===== src/rtl/switch_egress_port.sv =====
// switch_egress_port: egress side of one port of the 4-port switch.
// Round-robin arbitration over the four ingress FIFO heads, misroute
// filtering, a single output register with valid/ready backpressure,
// and transmit/drop statistics.
//
// Handshake: a word moves downstream on a rising edge where valid_out and
// out_ready are both high. valid_out and the output word stay unchanged
// until that happens. Ingress FIFOs pop on the edge where their grant bit is
// high. They hold their head packet while not granted.
module switch_egress_port #(
    parameter int PORT_ID = 0,
    parameter int DATA_W  = 8
) (
    input  logic                clk,
    input  logic                rst,
    input  logic [3:0]          req_valid,
    input  logic [15:0]         req_source,
    input  logic [15:0]         req_target,
    input  logic [4*DATA_W-1:0] req_data,
    output logic [3:0]          grant,
    input  logic                out_ready,
    output logic                valid_out,
    output logic [3:0]          source_out,
    output logic [3:0]          target_out,
    output logic [DATA_W-1:0]   data_out,
    output logic                err_misroute,
    output logic [15:0]         tx_count,
    output logic [7:0]          drop_count
);

    // The output register state is visible directly as valid_out.
    typedef enum logic {
        EMPTY = 1'b0,
        FULL  = 1'b1
    } state_t;

    state_t              state_q;
    logic [1:0]          rr_ptr;
    logic [1:0]          win_idx;
    logic [1:0]          scan_idx;
    logic                win_found;
    logic                can_load;
    logic                arb_en;
    logic                transfer;
    logic                hit;
    logic [3:0]          win_source;
    logic [3:0]          win_target;
    logic [DATA_W-1:0]   win_data;

    assign valid_out = (state_q == FULL);
    assign transfer  = valid_out && out_ready;
    assign can_load  = !valid_out || out_ready;
    assign arb_en    = !rst && can_load && (req_valid != 4'b0000);

    // Round-robin search: first requester at or after rr_ptr wins.
    always_comb begin
        win_idx   = 2'd0;
        win_found = 1'b0;
        scan_idx  = 2'd0;
        for (int k = 0; k < 4; k++) begin
            scan_idx = rr_ptr + 2'(k);
            if (!win_found && req_valid[scan_idx]) begin
                win_found = 1'b1;
                win_idx   = scan_idx;
            end
        end
    end

    // Select the winner's fields and decide whether it belongs on this port.
    always_comb begin
        win_source = req_source[win_idx*4 +: 4];
        win_target = req_target[win_idx*4 +: 4];
        win_data   = req_data[win_idx*DATA_W +: DATA_W];
        hit        = win_target[PORT_ID];
    end

    // Pop strobe to the winning ingress FIFO (zero during reset or backpressure).
    always_comb begin
        grant = 4'b0000;
        if (arb_en && win_found) begin
            grant = 4'b0001 << win_idx;
        end
    end

    // Output register, round-robin pointer, misroute pulse and statistics.
    always_ff @(posedge clk) begin
        if (rst) begin
            state_q      <= EMPTY;
            source_out   <= 4'd0;
            target_out   <= 4'd0;
            data_out     <= '0;
            err_misroute <= 1'b0;
            tx_count     <= 16'd0;
            drop_count   <= 8'd0;
            rr_ptr       <= 2'd0;
        end else begin
            err_misroute <= 1'b0;
            if (transfer) begin
                tx_count <= tx_count + 16'd1;
                state_q  <= EMPTY;
            end
            if (arb_en && win_found) begin
                rr_ptr <= win_idx + 2'd1;
                if (hit) begin
                    // Load may overwrite the word leaving on this same edge.
                    state_q    <= FULL;
                    source_out <= win_source;
                    target_out <= win_target;
                    data_out   <= win_data;
                end else begin
                    err_misroute <= 1'b1;
                    if (drop_count != 8'hFF) begin
                        drop_count <= drop_count + 8'd1;
                    end
                end
            end
        end
    end

endmodule


===== config.mk =====
export PLATFORM = sky130hd
export DESIGN_NAME = switch_egress_port
export DESIGN_NICKNAME = d
export VERILOG_FILES = /design/src/rtl/switch_egress_port.sv
export SDC_FILE = /design/constraint.sdc
export NUM_CORES = 1
export LEC_CHECK = 0
export CORE_UTILIZATION = 38
export CTS_CLUSTER_DIAMETER = 120
export CTS_CLUSTER_SIZE = 14
export DETAILED_ROUTE_END_ITERATION = 10
export GPL_TIMING_DRIVEN = 1
export PLACE_DENSITY = 0.78
export SYNTH_ARGS = -nofsm -noshare
export SYNTH_HDL_FRONTEND = slang
export SYNTH_SLANG_ARGS = --single-unit

===== constraint.sdc =====
create_clock -name clk -period 2.5 [get_ports clk]
set_input_delay 0.5 -clock clk [delete_from_list [all_inputs] [get_ports clk]]
set_output_delay 0.5 -clock clk [all_outputs]
set_load 0.005 [all_outputs]

* After elaboration in Yosys (flattened, before gate mapping)
Cells that the tools add are included.
** Storage, ports and cells
- Flip-flop bits (word level) :: 44
- Bits of input ports :: 71
- Word-level logic and storage cells :: 63
** Operators by class
- Shift-type cells :: 4
- Multiplexer cells :: 21
- Equality and inequality tests :: 1
- Magnitude comparators :: 4
- Bitwise operators :: 2
- Reductions and logical operators :: 17
- Add/subtract/negate cells :: 6
** Operators by type and width (number)
- indexed part select 16 x 5 -> 4 bit :: 2
- indexed part select 32 x 6 -> 8 bit :: 1
- adder 16 x 1 -> 16 bit, second input constant :: 1
- less-than comparator 2 x 3 -> 1 bit, second input constant :: 4
- two-way mux 1 bit :: 12
- adder 8 x 1 -> 8 bit, second input constant :: 1
- binary-select mux 1 bit (select 2 bit) :: 4
- two-way mux 2 bit :: 4
- inequality test 8 bit, second input constant :: 1
- logical AND 1 bit :: 7
- zero test 1 bit :: 5
- adder 2 x 1 -> 2 bit, second input constant :: 2
- adder 2 bit, second input constant :: 2
- two-way mux 4 bit :: 1
- nonzero test 4 bit :: 1
- << shifter 1 x 2 -> 4 bit, first input constant :: 1
- AND reduction 3 bit :: 1
- inverter 1 bit :: 2
- AND reduction 2 bit :: 1
- OR reduction 2 bit :: 1
- logical OR 1 bit :: 1

* Longest topological paths before layout
Gate-level depths: netlist (run 1).
- Word-level depth :: 15
- Depth in mapped cells :: 9
- Mapped depth without buffers :: 8

* Worst setup path after synthesis (run 1)
No wires, ideal clock.
- Path kind :: input port to output port
- Start :: in req_valid[0]
- End :: out grant[0]
- Path buffers :: 2
- Setup slack :: 0.040 ns
- Data arrival time :: 1.960 ns
- Cell stages on the path :: 8
- Data required time :: 2.000 ns
- Path through :: and2_4 o211a_1 nor2_2 buf_4 buf_2 inv_1 ha_1 and2_1
** Between the ends
- Longest elaborated chain between the ends :: 14
- Elaborated cells on any way between the ends :: 27
** RTL lines
- start, declared :: line 16 : input logic [3:0] req_valid,
- binary-select mux 1 bit (select 2 bit) :: line 62 : if (!win_found && req_valid[scan_idx]) begin
- two-way mux 1 bit (implied by the code) :: line 62
- two-way mux 1 bit :: line 62
- zero test 1 bit :: line 62
- logical AND 1 bit :: line 62
- two-way mux 1 bit :: line 62
- zero test 1 bit :: line 62
- logical AND 1 bit :: line 62
- two-way mux 1 bit :: line 62
- zero test 1 bit :: line 62
- logical AND 1 bit :: line 62
- two-way mux 2 bit / two-way mux 1 bit (equally long branches) :: line 62
- << shifter 1 x 2 -> 4 bit / logical AND 1 bit (equally long branches) :: line 81, 80
- two-way mux 4 bit (*) :: line 80 : if (arb_en && win_found) begin
- end, declared :: line 20 : output logic [3:0] grant,
Mark *: on every way between the ends. The rest lies on a longest branch, timed or not. The select of a mux whose other input is x is not followed.

* Final worst setup path (run 1)
- Start :: reg rr_ptr[1]
- End :: out grant[1]
** Between the ends
- Longest elaborated chain between the ends :: 14
- Elaborated cells on any way between the ends :: 28
** RTL lines
- start, declared :: line 38 : logic [1:0] rr_ptr;
- start signal, assigned :: line 103 : rr_ptr <= win_idx + 2'd1;
- branches (longest 13 deep; another with adder 2 x 1 -> 2 bit)
- two-way mux 4 bit (*) :: line 80
Every way passes the cells marked *. The select of a mux whose other input is x is not followed.

==> metrics.yaml, run 1 <==
outcome:
  status: "finished clean"
setup_path:
  path_common_cell: "buf_4"
  cp_slowest_cell: "dfxtp_4"
  cp-start-kind: "flop"
  critical-path-top-delay-family: "buffers and inverters"
  path_buf_inv: 3
  worstPathMaxFanout: 6
  cpPeakStageDelay_ns: 0.37
  crit_type: "flop to primary output"
  r2r_slack_ns: 0.19
  reg2regPathDepth: 9
  cp_cell_sequence: "nand2b_1 > a21oi_4 > nor3_4 > buf_4 > buf_4 > ha_1 > and2_1 > dlygate4sd2_1"
  cp_data_required_time_ns: 2.00
  cp.depth: 8
  worstPathArrival_ns: 1.91
  worst_setup_path_end_kind: "primary output"
place:
  pre_cts_ws_ns: -0.536
  place_area_um2: 3960
  dp.cells: 512
  place_hpwl_um: 5390
  port_buffers: 116
  place.gp.congestion: 0.837
grt:
  antenna_found_initial: 0
  grt_pass1_wl_um: 11800
  grt_use_total_pct: 20.5
  grt_max_degree: 35
  overflow: 0
  first_global_vias: 2552
timing:
  rsz0062_at_grt: "false"
  timing.final.crit_share_pct: 96.5
  min_period_ns: 2.41
  max_freq_ghz: 0.414
  slew_violations: 0
  setup_ws_ns: 0.0871
  slew_headroom_pct: 65.7
  setup_viol: 0
  finalClockSkew_ns: 0.00566
  worst_pin_slew_ns: 0.514
  hold_viol: 0
synth:
  ys_ff_latch: 44
  synthTopCellsByArea: "dfxtp_1 (35%), mux2i_1 (7.1%), mux2_2 (6.7%)"
  synth.top_cell.area_share_pct: 34.7
  yosysSeqAreaShare_pct: 34.7
  syn_inst: 304
  synth_cell_types: 45
  postSynthNetCount: 381
  synth-edff-count: 0
  synthesis.area_um2: 2540
  synth_commonest_cells: "dfxtp_1 (44), nor2_1 (36), nand2_1 (32)"
  yosysWarnings: 0
  yosysMostFrequentCell: "dfxtp_1"
  synth_flop_cell: "dfxtp_1"
  avgSynthCellArea_um2: 8.35
  yosys.area.top_type: "dfxtp_1"
  synth_async_sr_flop_share_pct: 0
pwr:
  p_sw_mw: 0.927
  combPwrFrac_pct: 47.4
  clkPwrFrac_pct: 21.0
  ir_drop_mv: 0.405
  p_seq_share_pct: 31.5
  swShare_pct: 33.3
  pwr_density_cell_nw_per_um2: 667
  power_mw: 2.78
  p_int_mw: 1.85
  power_leakage_nw: 1.62
cells_and_area:
  final_net_count: 526
  area_growth_pct: 64.1
  final_cells: 527
  diodes: 0
  final_area_um2: 4170
  drive_above_1_share_pct: 19.6
drt:
  vias_per_cell: 5.13
  drc: 0
  vias: 2704
  ant_nets: 0
  wl_per_cell_um: 13.7
  dr.pass1.iters: 4
  initialDrtViolationCount: 95
  wirelength_um: 7220
cts:
  cts-buffers-inserted: 5
  htree_levels: 2
  clockBufferDepth: 2
  cts_tree: "yes"
  holdBufCountCts: 0
  cts_root_buffer: "clkbuf_8"
  clock_latency_ns: 0.30
  numClockSinks: 44
  clk_pin_slew_ns: 0.10
hold_path:
  hold_depth: 2
  hold_class: "flop to flop"
floorplan:
  start_util_pct: 39.8
  die_x_um: 83.7
  core_region_area_um2: 6390
  die-area_um2: 7010
  rows: 29
  ioPinCount: 117
  die_h_um: 83.7
job:
  max-cap-violations: 0
## registers in the layout, summed over array words and instances (netlist names)
signal,cells
err_misroute,1
target_out,4
data_out,8
drop_count,8
valid_out,1
tx_count,16
rr_ptr,2
source_out,4
## layout make-up
cell class | count | area (um2)
fill | 552 | 2220
multi-input combinational | 238 | 1620
timing repair buffer | 155 | 1430
sequential | 44 | 886
tap | 77 | 96.3
clock buffer | 5 | 68.8
clock inverter | 3 | 50.0
inverter | 5 | 18.8
## path summary, 6_finish.rpt
path / startpoint / to
max reg2reg: rr_ptr[1]$_SDFFE_PP0P_ / drop_count[6]$_SDFFE_PP0P_
min reg2reg: target_out[3]$_SDFFE_PP0P_ / target_out[3]$_SDFFE_PP0P_
min: target_out[3]$_SDFFE_PP0P_ / target_out[3]$_SDFFE_PP0P_
max: rr_ptr[1]$_SDFFE_PP0P_ / grant[1]
## timing repair
item,CTS,global route
pin swaps,4,4
resized for setup,22,10
setup endpoints to repair,22,20
buffers inserted,7,0
## worst register-to-register path: cells and delay by family (launching register included)
kind	cells	cell delay (ns)
AND/OR/NAND/NOR	4	0.85
AO/OA/AOI/OAI	3	0.71
flip-flops	1	0.37
buffers and inverters	2	0.29
## power by group through the flow
stage | Sequential [mW] | Clock [mW] | Combinational, mW
global route | 0.893 | 0.641 | 1.45
CTS | 0.871 | 0.602 | 1.32
global placement | 0.881 | 0 | 1.23
finish | 0.877 | 0.584 | 1.32
floorplan | 0.876 | 0 | 0.714
detailed placement | 0.883 | 0 | 1.25
## layout by cell type (no fill, tap or decap), types with 3 or more instances in the layout
cell             Yosys  final
nand2b_1             5      4
buf_2                3      3
nand2_1             32     32
mux2_2              15     15
clkbuf_8             0      5
ha_1                 6      6
xor2_1               8      8
a211o_1             15     15
o21ai_0              9      9
nor3_1               4      3
mux2i_1             18     18
inv_1                3      3
nor2_1              36     35
clkdlybuf4s50_1      0    106
buf_4                1     38
nand3_1              9      9
and2_1               5      5
xnor2_1              3      3
or3_1                7      7
nand4_1              7      7
o31ai_1              3      3
and3_1               4      4
dlygate4sd2_1        0      4
dfxtp_1             44     42
a21oi_1             26     26
## cell families after synthesis
kind of cell / Yosys count / synth area share, %
mux: 33 / 13.8
compound gates: 67 / 17.5
flops: 44 / 34.7
fa+ha+maj: 6 / 2.96
xor+xnor: 11 / 3.80
buf+inv: 22 / 3.84
simple gates: 121 / 23.5
## routing by layer
layer	wire length, um	up-vias	track usage [%]
li1	-	1369	-
met1	3210	1242	25.2
met2	3470	83	34.8
met3	436	10	5.54
met4	100	0	6.32
met5	0	-	0
## stage by stage
stage,setup TNS [ns],hold WS (ns),utilization [%]
final,0,0.460,65.2
after detailed placement,-10.64,0.450,62.0
after global placement,-9.01,0.443,62.0
after floorplan,0,0.453,-
after CTS,0,0.464,65.0
after global routing,0,0.487,65.2
No activity file was read; power rests on OpenSTA's default activity.
==> inputs of run 2 (changes only) <==
Settings changed: CORE_MARGIN set to 4, PLACE_DENSITY 0.78 to 0.86.
==> metrics.yaml, run 2 (synthesis gave the netlist of run 1 again) <==
timing:
  setup_viol: 0  # unchanged
  worst_pin_slew_ns: 0.452  # was 0.514 ns
  setup_ws_ns: 0.0554  # was 0.0871 ns
  min_period_ns: 2.44  # was 2.41 ns
  slew_headroom_pct: 69.6  # was 65.7%
  whs_ns: 0.458  # was 0.460 ns
  finalClockSkew_ns: 0.0111  # was 0.00566 ns
  slew_violations: 0  # unchanged
  timing.final.crit_share_pct: 97.8  # was 96.5%
  max_freq_ghz: 0.409  # was 0.414 GHz
  hold_viol: 0  # unchanged
drt:
  vias: 2695  # was 2704
  initialDrtViolationCount: 77  # was 95
  ant_nets: 0  # unchanged
  dr.pass1.iters: 4  # unchanged
  vias_per_cell: 5.19  # was 5.13
  wirelength_um: 7970  # was 7220 um
  wl_per_cell_um: 15.3  # was 13.7 um
  drc: 0  # unchanged
cts:
  cts-buffers-inserted: 5  # unchanged
  clockBufferDepth: 2  # unchanged
  clk_pin_slew_ns: 0.09  # was 0.10 ns
  holdBufCountCts: 0  # unchanged
  cts_tree: "yes"  # unchanged
  htree_levels: 2  # unchanged
  cts_root_buffer: "clkbuf_8"  # unchanged
  clock_latency_ns: 0.30  # about the same
  numClockSinks: 44  # unchanged
place:
  place.gp.congestion: 0.808  # was 0.837
  place_area_um2: 3950  # was 3960 um2
  place_hpwl_um: 6180  # was 5390 um
  port_buffers: 116  # unchanged
  pre_cts_ws_ns: -0.477  # was -0.536 ns
floorplan:
  rows: 29  # unchanged
  die_h_um: 89.7  # was 83.7 um
  die_x_um: 89.7  # was 83.7 um
  start_util_pct: 39.5  # was 39.8%
  ioPinCount: 117  # unchanged
  core_region_area_um2: 6420  # was 6390 um2
  die-area_um2: 8050  # was 7010 um2
cells_and_area:
  layout_commonest_cell: "clkdlybuf4s50_1"  # unchanged
  drive_above_1_share_pct: 16.7  # was 19.6%
  largest_reg_flops: 16  # unchanged
  layout_common_cells: "clkdlybuf4s50_1 (108), dfxtp_1 (42), nor2_1 (35), nand2_1 (32), buf_4 (29)"  # was clkdlybuf4s50_1 (106), dfxtp_1 (42), buf_4 (38), nor2_1 (35), nand2_1 (32)
  regMostFlops: "tx_count"  # unchanged
  final_net_count: 518  # was 526
  diodes: 0  # unchanged
  top_regs: "tx_count: 16 flops, data_out: 8 flops, drop_count: 8 flops"  # unchanged
  final_area_um2: 4080  # was 4170 um2
  area_growth_pct: 60.7  # was 64.1%
grt:
  grt_pass1_wl_um: 13100  # was 11800 um
  grt_use_total_pct: 19.5  # was 20.5%
  overflow: 0  # unchanged
  first_global_vias: 2711  # was 2552
  grt_max_degree: 33  # was 35
  antenna_found_initial: 0  # unchanged
hold_path:
  hold_end: "data_out[4]$_SDFFE_PP0P_"  # was target_out[3]$_SDFFE_PP0P_
  hold_class: "flop to flop"  # unchanged
  hp-start: "data_out[4]$_SDFFE_PP0P_"  # was target_out[3]$_SDFFE_PP0P_
  hold_depth: 2  # unchanged
setup_path:
  worstPathMaxFanout: 4  # was 6
  worstPathArrival_ns: 1.94  # was 1.91 ns
  cp_data_required_time_ns: 2.00  # about the same
  crit_type: "input pin to primary output"  # was flop to primary output
  r2r_slack_ns: 0.19  # about the same
  crit_path_start: "req_valid[1]"  # was rr_ptr[1]$_SDFFE_PP0P_
  timing.rr.end: "data_out[0]$_SDFFE_PP0P_"  # was drop_count[6]$_SDFFE_PP0P_
  reg2regPathDepth: 11  # was 9
  worst_setup_path_end_kind: "primary output"  # unchanged
  r2r-start: "rr_ptr[1]$_SDFFE_PP0P_"  # unchanged
  cp-start-kind: "input pin"  # was flop
pwr:
  power_leakage_nw: 1.57  # was 1.62 nW
  ir_drop_mv: 0.370  # was 0.405 mV
  pwr_density_cell_nw_per_um2: 653  # was 667 nW/um2
job:
  max-cap-violations: 0  # unchanged
outcome:
  status: "finished clean"  # unchanged
-- run 2: metal layers --
metal / vias to the layer above / global-route usage [%] / wire (um)
li1: 1349 / - / -
met1: 1246 / 22.8 / 3450
met2: 92 / 34.8 / 3900
met3: 8 / 5.84 / 515
met4: 0 / 4.60 / 93
met5: - / 0 / 0
-- run 2: power by group --
part,switching [mW],internal [mW],total [mW],leakage [nW]
registers,0.0741,0.800,0.874,0.358
clock network,0.279,0.206,0.485,0.0491
logic,0.578,0.726,1.30,1.16
total,0.931,1.73,2.66,1.57
-- run 2: worst max-delay path by stage --
stage,end,slack [ns],cells after the start
floorplan,grant[0],0.04,8
global placement,grant[0],-0.41,8
detailed placement,grant[0],-0.48,8
CTS,grant[1],0.06,8
global route,grant[1],-0.02,8
finish,grant[0],0.06,8
-- run 2: layout make-up --
| type | count | area, um2 |
|---|---|---|
| clock buffer | 5 | 68.8 |
| clock inverter | 3 | 26.3 |
| fill | 569 | 2340 |
| inverter | 5 | 18.8 |
| multi-input combinational | 238 | 1580 |
| sequential | 44 | 886 |
| tap | 77 | 96.3 |
| timing repair buffer | 147 | 1400 |
-- run 2: per-stage QoR --
step | std cells | util (%) | setup TNS [ns] | total power, mW
after floorplan | 304 | - | 0 | 1.59
after global placement | 508 | 61.5 | -8.37 | 2.12
after detailed placement | 508 | 61.5 | -9.94 | 2.16
after CTS | 518 | 63.3 | 0 | 2.67
after global routing | 519 | 63.5 | -0.0201 | 2.84
final | 519 | 63.5 | 0 | 2.66
-- run 2: critical path: stages --
cell,delay (ns)
dlygate4sd2_1,0.27
nand2b_4,0.16
o211a_4,0.26
nor2_4,0.15
inv_2,0.06
ha_1,0.17
and2_1,0.13
dlygate4sd2_1,0.25
-- run 2: repair_timing --
action	CTS	global route
setup endpoints to repair	23	3
cloned	0	0
setup buffers	2	1
pin swaps	3	2
resized for setup	18	3
==> inputs of run 3 (changes only) <==
Settings changed: CTS_CLUSTER_DIAMETER 120 to unset, SKIP_CTS_REPAIR_TIMING set to 1.
==> metrics.yaml, run 3 (synthesis gave the netlist of run 1 again) <==
cts:
  htree_levels: 2  # unchanged
  cts_root_buffer: "clkbuf_8"  # unchanged
  clk_pin_slew_ns: 0.09  # about the same
  clockBufferDepth: 2  # unchanged
  cts-buffers-inserted: 5  # unchanged
  cts_tree: "yes"  # unchanged
  numClockSinks: 44  # unchanged
  clock_latency_ns: 0.30  # about the same
setup_path:
  reg2regPathDepth: 9  # was 11
  cp_data_required_time_ns: 2.00  # about the same
  cp-start-kind: "input pin"  # unchanged
  crit_type: "input pin to primary output"  # unchanged
  crit_path_end: "grant[1]"  # was grant[0]
  worstPathMaxFanout: 7  # was 4
  worstPathArrival_ns: 2.10  # was 1.94 ns
  worst_setup_path_end_kind: "primary output"  # unchanged
  r2r_slack_ns: 0.22  # was 0.19 ns
  r2r-start: "rr_ptr[1]$_SDFFE_PP0P_"  # unchanged
  timing.rr.end: "drop_count[6]$_SDFFE_PP0P_"  # was data_out[0]$_SDFFE_PP0P_
  crit_path_start: "req_valid[0]"  # was req_valid[1]
pwr:
  pwr_density_cell_nw_per_um2: 650  # was 653 nW/um2
  power_mw: 2.67  # was 2.66 mW
  ir_drop_mv: 0.370  # about the same
  power_leakage_nw: 1.61  # was 1.57 nW
cells_and_area:
  largest_reg_flops: 16  # unchanged
  multiInputGateArea_um2: 1600  # was 1580 um2
  diodes: 0  # unchanged
  regArea_um2: 886  # unchanged
  area_growth_pct: 61.6  # was 60.7%
  n_fill_cell: 563  # was 569
  regMostFlops: "tx_count"  # unchanged
  layout_common_cells: "clkdlybuf4s50_1 (110), dfxtp_1 (42), nor2_1 (35), nand2_1 (32), buf_4 (28)"  # was clkdlybuf4s50_1 (108), dfxtp_1 (42), nor2_1 (35), nand2_1 (32), buf_4 (29)
  top_regs: "tx_count: 16 flops, data_out: 8 flops, drop_count: 8 flops"  # unchanged
  layout_commonest_cell: "clkdlybuf4s50_1"  # unchanged
  drive_above_1_share_pct: 16.4  # was 16.7%
  final_net_count: 516  # was 518
outcome:
  status: "complete, but fails checks"  # was finished clean
  violations: "setup timing"
grt:
  overflow: 0  # unchanged
  grt_use_total_pct: 19.3  # was 19.5%
  grt_pass1_wl_um: 13000  # was 13100 um
  grt_max_degree: 33  # unchanged
  first_global_vias: 2683  # was 2711
  antenna_found_initial: 0  # unchanged
drt:
  drc: 0  # unchanged
  vias: 2680  # was 2695
  ant_nets: 0  # unchanged
  dr.pass1.iters: 4  # unchanged
  dr_wl_met3_um: 515  # unchanged
  highest_layer: "met4"  # unchanged
  wl_per_cell_um: 15.4  # was 15.3 um
  wirelength_um: 7950  # was 7970 um
  initialDrtViolationCount: 89  # was 77
  wl_met2_um: 3870  # was 3900 um
  vias_per_cell: 5.18  # was 5.19
  met1_length_um: 3480  # was 3450 um
place:
  place_hpwl_um: 6180  # unchanged
  place.gp.congestion: 0.808  # unchanged
  pre_cts_ws_ns: -0.477  # unchanged
  port_buffers: 116  # unchanged
timing:
  rsz0062_at_grt: "true"
  slew_violations: 0  # unchanged
  slew_headroom_pct: 73.9  # was 69.6%
  setup_ws_ns: -0.0981  # was 0.0554 ns
  timing.final.crit_share_pct: 104  # was 97.8%
  max_freq_ghz: 0.385  # was 0.409 GHz
  finalClockSkew_ns: 0.0109  # was 0.0111 ns
  min_period_ns: 2.60  # was 2.44 ns
  whs_ns: 0.459  # was 0.458 ns
  worst_pin_slew_ns: 0.391  # was 0.452 ns
  setup_viol: 2  # was 0
  hold_viol: 0  # unchanged
hold_path:
  hold_class: "flop to flop"  # unchanged
  hold_depth: 2  # unchanged
  hp-start: "data_out[4]$_SDFFE_PP0P_"  # unchanged
floorplan:
  die-area_um2: 8050  # unchanged
  rows: 29  # unchanged
  ioPinCount: 117  # unchanged
  core_region_area_um2: 6420  # unchanged
  die_h_um: 89.7  # unchanged
  die_x_um: 89.7  # unchanged
  start_util_pct: 39.5  # unchanged
job:
  max-cap-violations: 0  # unchanged
-- run 3: changes by cell type in the layout (fill, tap and decap cells not counted), sizes merged --
| cell | delta |
|---|---|
| buf | -3 |
| clkdlybuf4s15 | -2 |
| clkdlybuf4s50 | +2 |
| dlymetal6s2s | +6 |
| dlygate4sd2 | -5 |
-- run 3: cell type report --
cell class | instances | share of cell area, %
Multi-Input combinational cell | 238 | 39.0
Timing Repair Buffer | 145 | 34.3
Sequential cell | 44 | 21.6
Tap cell | 77 | 2.35
Clock buffer | 5 | 1.68
Clock inverter | 3 | 0.641
Inverter | 5 | 0.458
-- run 3: how the worst min path moves through the flow --
stage | end | slack, ns
floorplan | data_out[0]$_SDFFE_PP0P_ | 0.45
CTS | data_out[4]$_SDFFE_PP0P_ | 0.46
detailed placement | data_out[4]$_SDFFE_PP0P_ | 0.45
global route | data_out[6]$_SDFFE_PP0P_ | 0.49
global placement | data_out[6]$_SDFFE_PP0P_ | 0.44
finish | data_out[4]$_SDFFE_PP0P_ | 0.46
-- run 3: where the power goes --
group / total (mW) / internal (mW) / switching [mW]
Clock: 0.485 / 0.206 / 0.279
Sequential: 0.875 / 0.800 / 0.0750
Combinational: 1.30 / 0.729 / 0.575
-- run 3: metrics by stage --
stage / std cells / cell area [um2] / TNS [ns] / utilization, %
3_3_place_gp: 508 / 3950 / -8.37 / 61.5
3_5_place_dp: 508 / 3950 / -9.94 / 61.5
4_1_cts: 516 / 4040 / -3.25 / 62.9
6_report: 517 / 4100 / -0.122 / 63.9
5_1_grt: 517 / 4100 / -0.306 / 63.9
2_1_floorplan: 304 / 2540 / 0 / -
-- run 3: critical path: stages --
cell	delay (ns)
dlymetal6s2s_1	0.20
and2_4	0.20
o211a_4	0.23
nor2_4	0.13
inv_1	0.09
ha_1	0.18
and2_1	0.13
clkdlybuf4s50_1	0.43
-- run 3: per-layer routing --
layer	track usage, %	up-vias
li1	-	1344
met2	34.5	93
met4	4.60	0
met1	22.6	1237
met3	6.01	6
met5	0	-
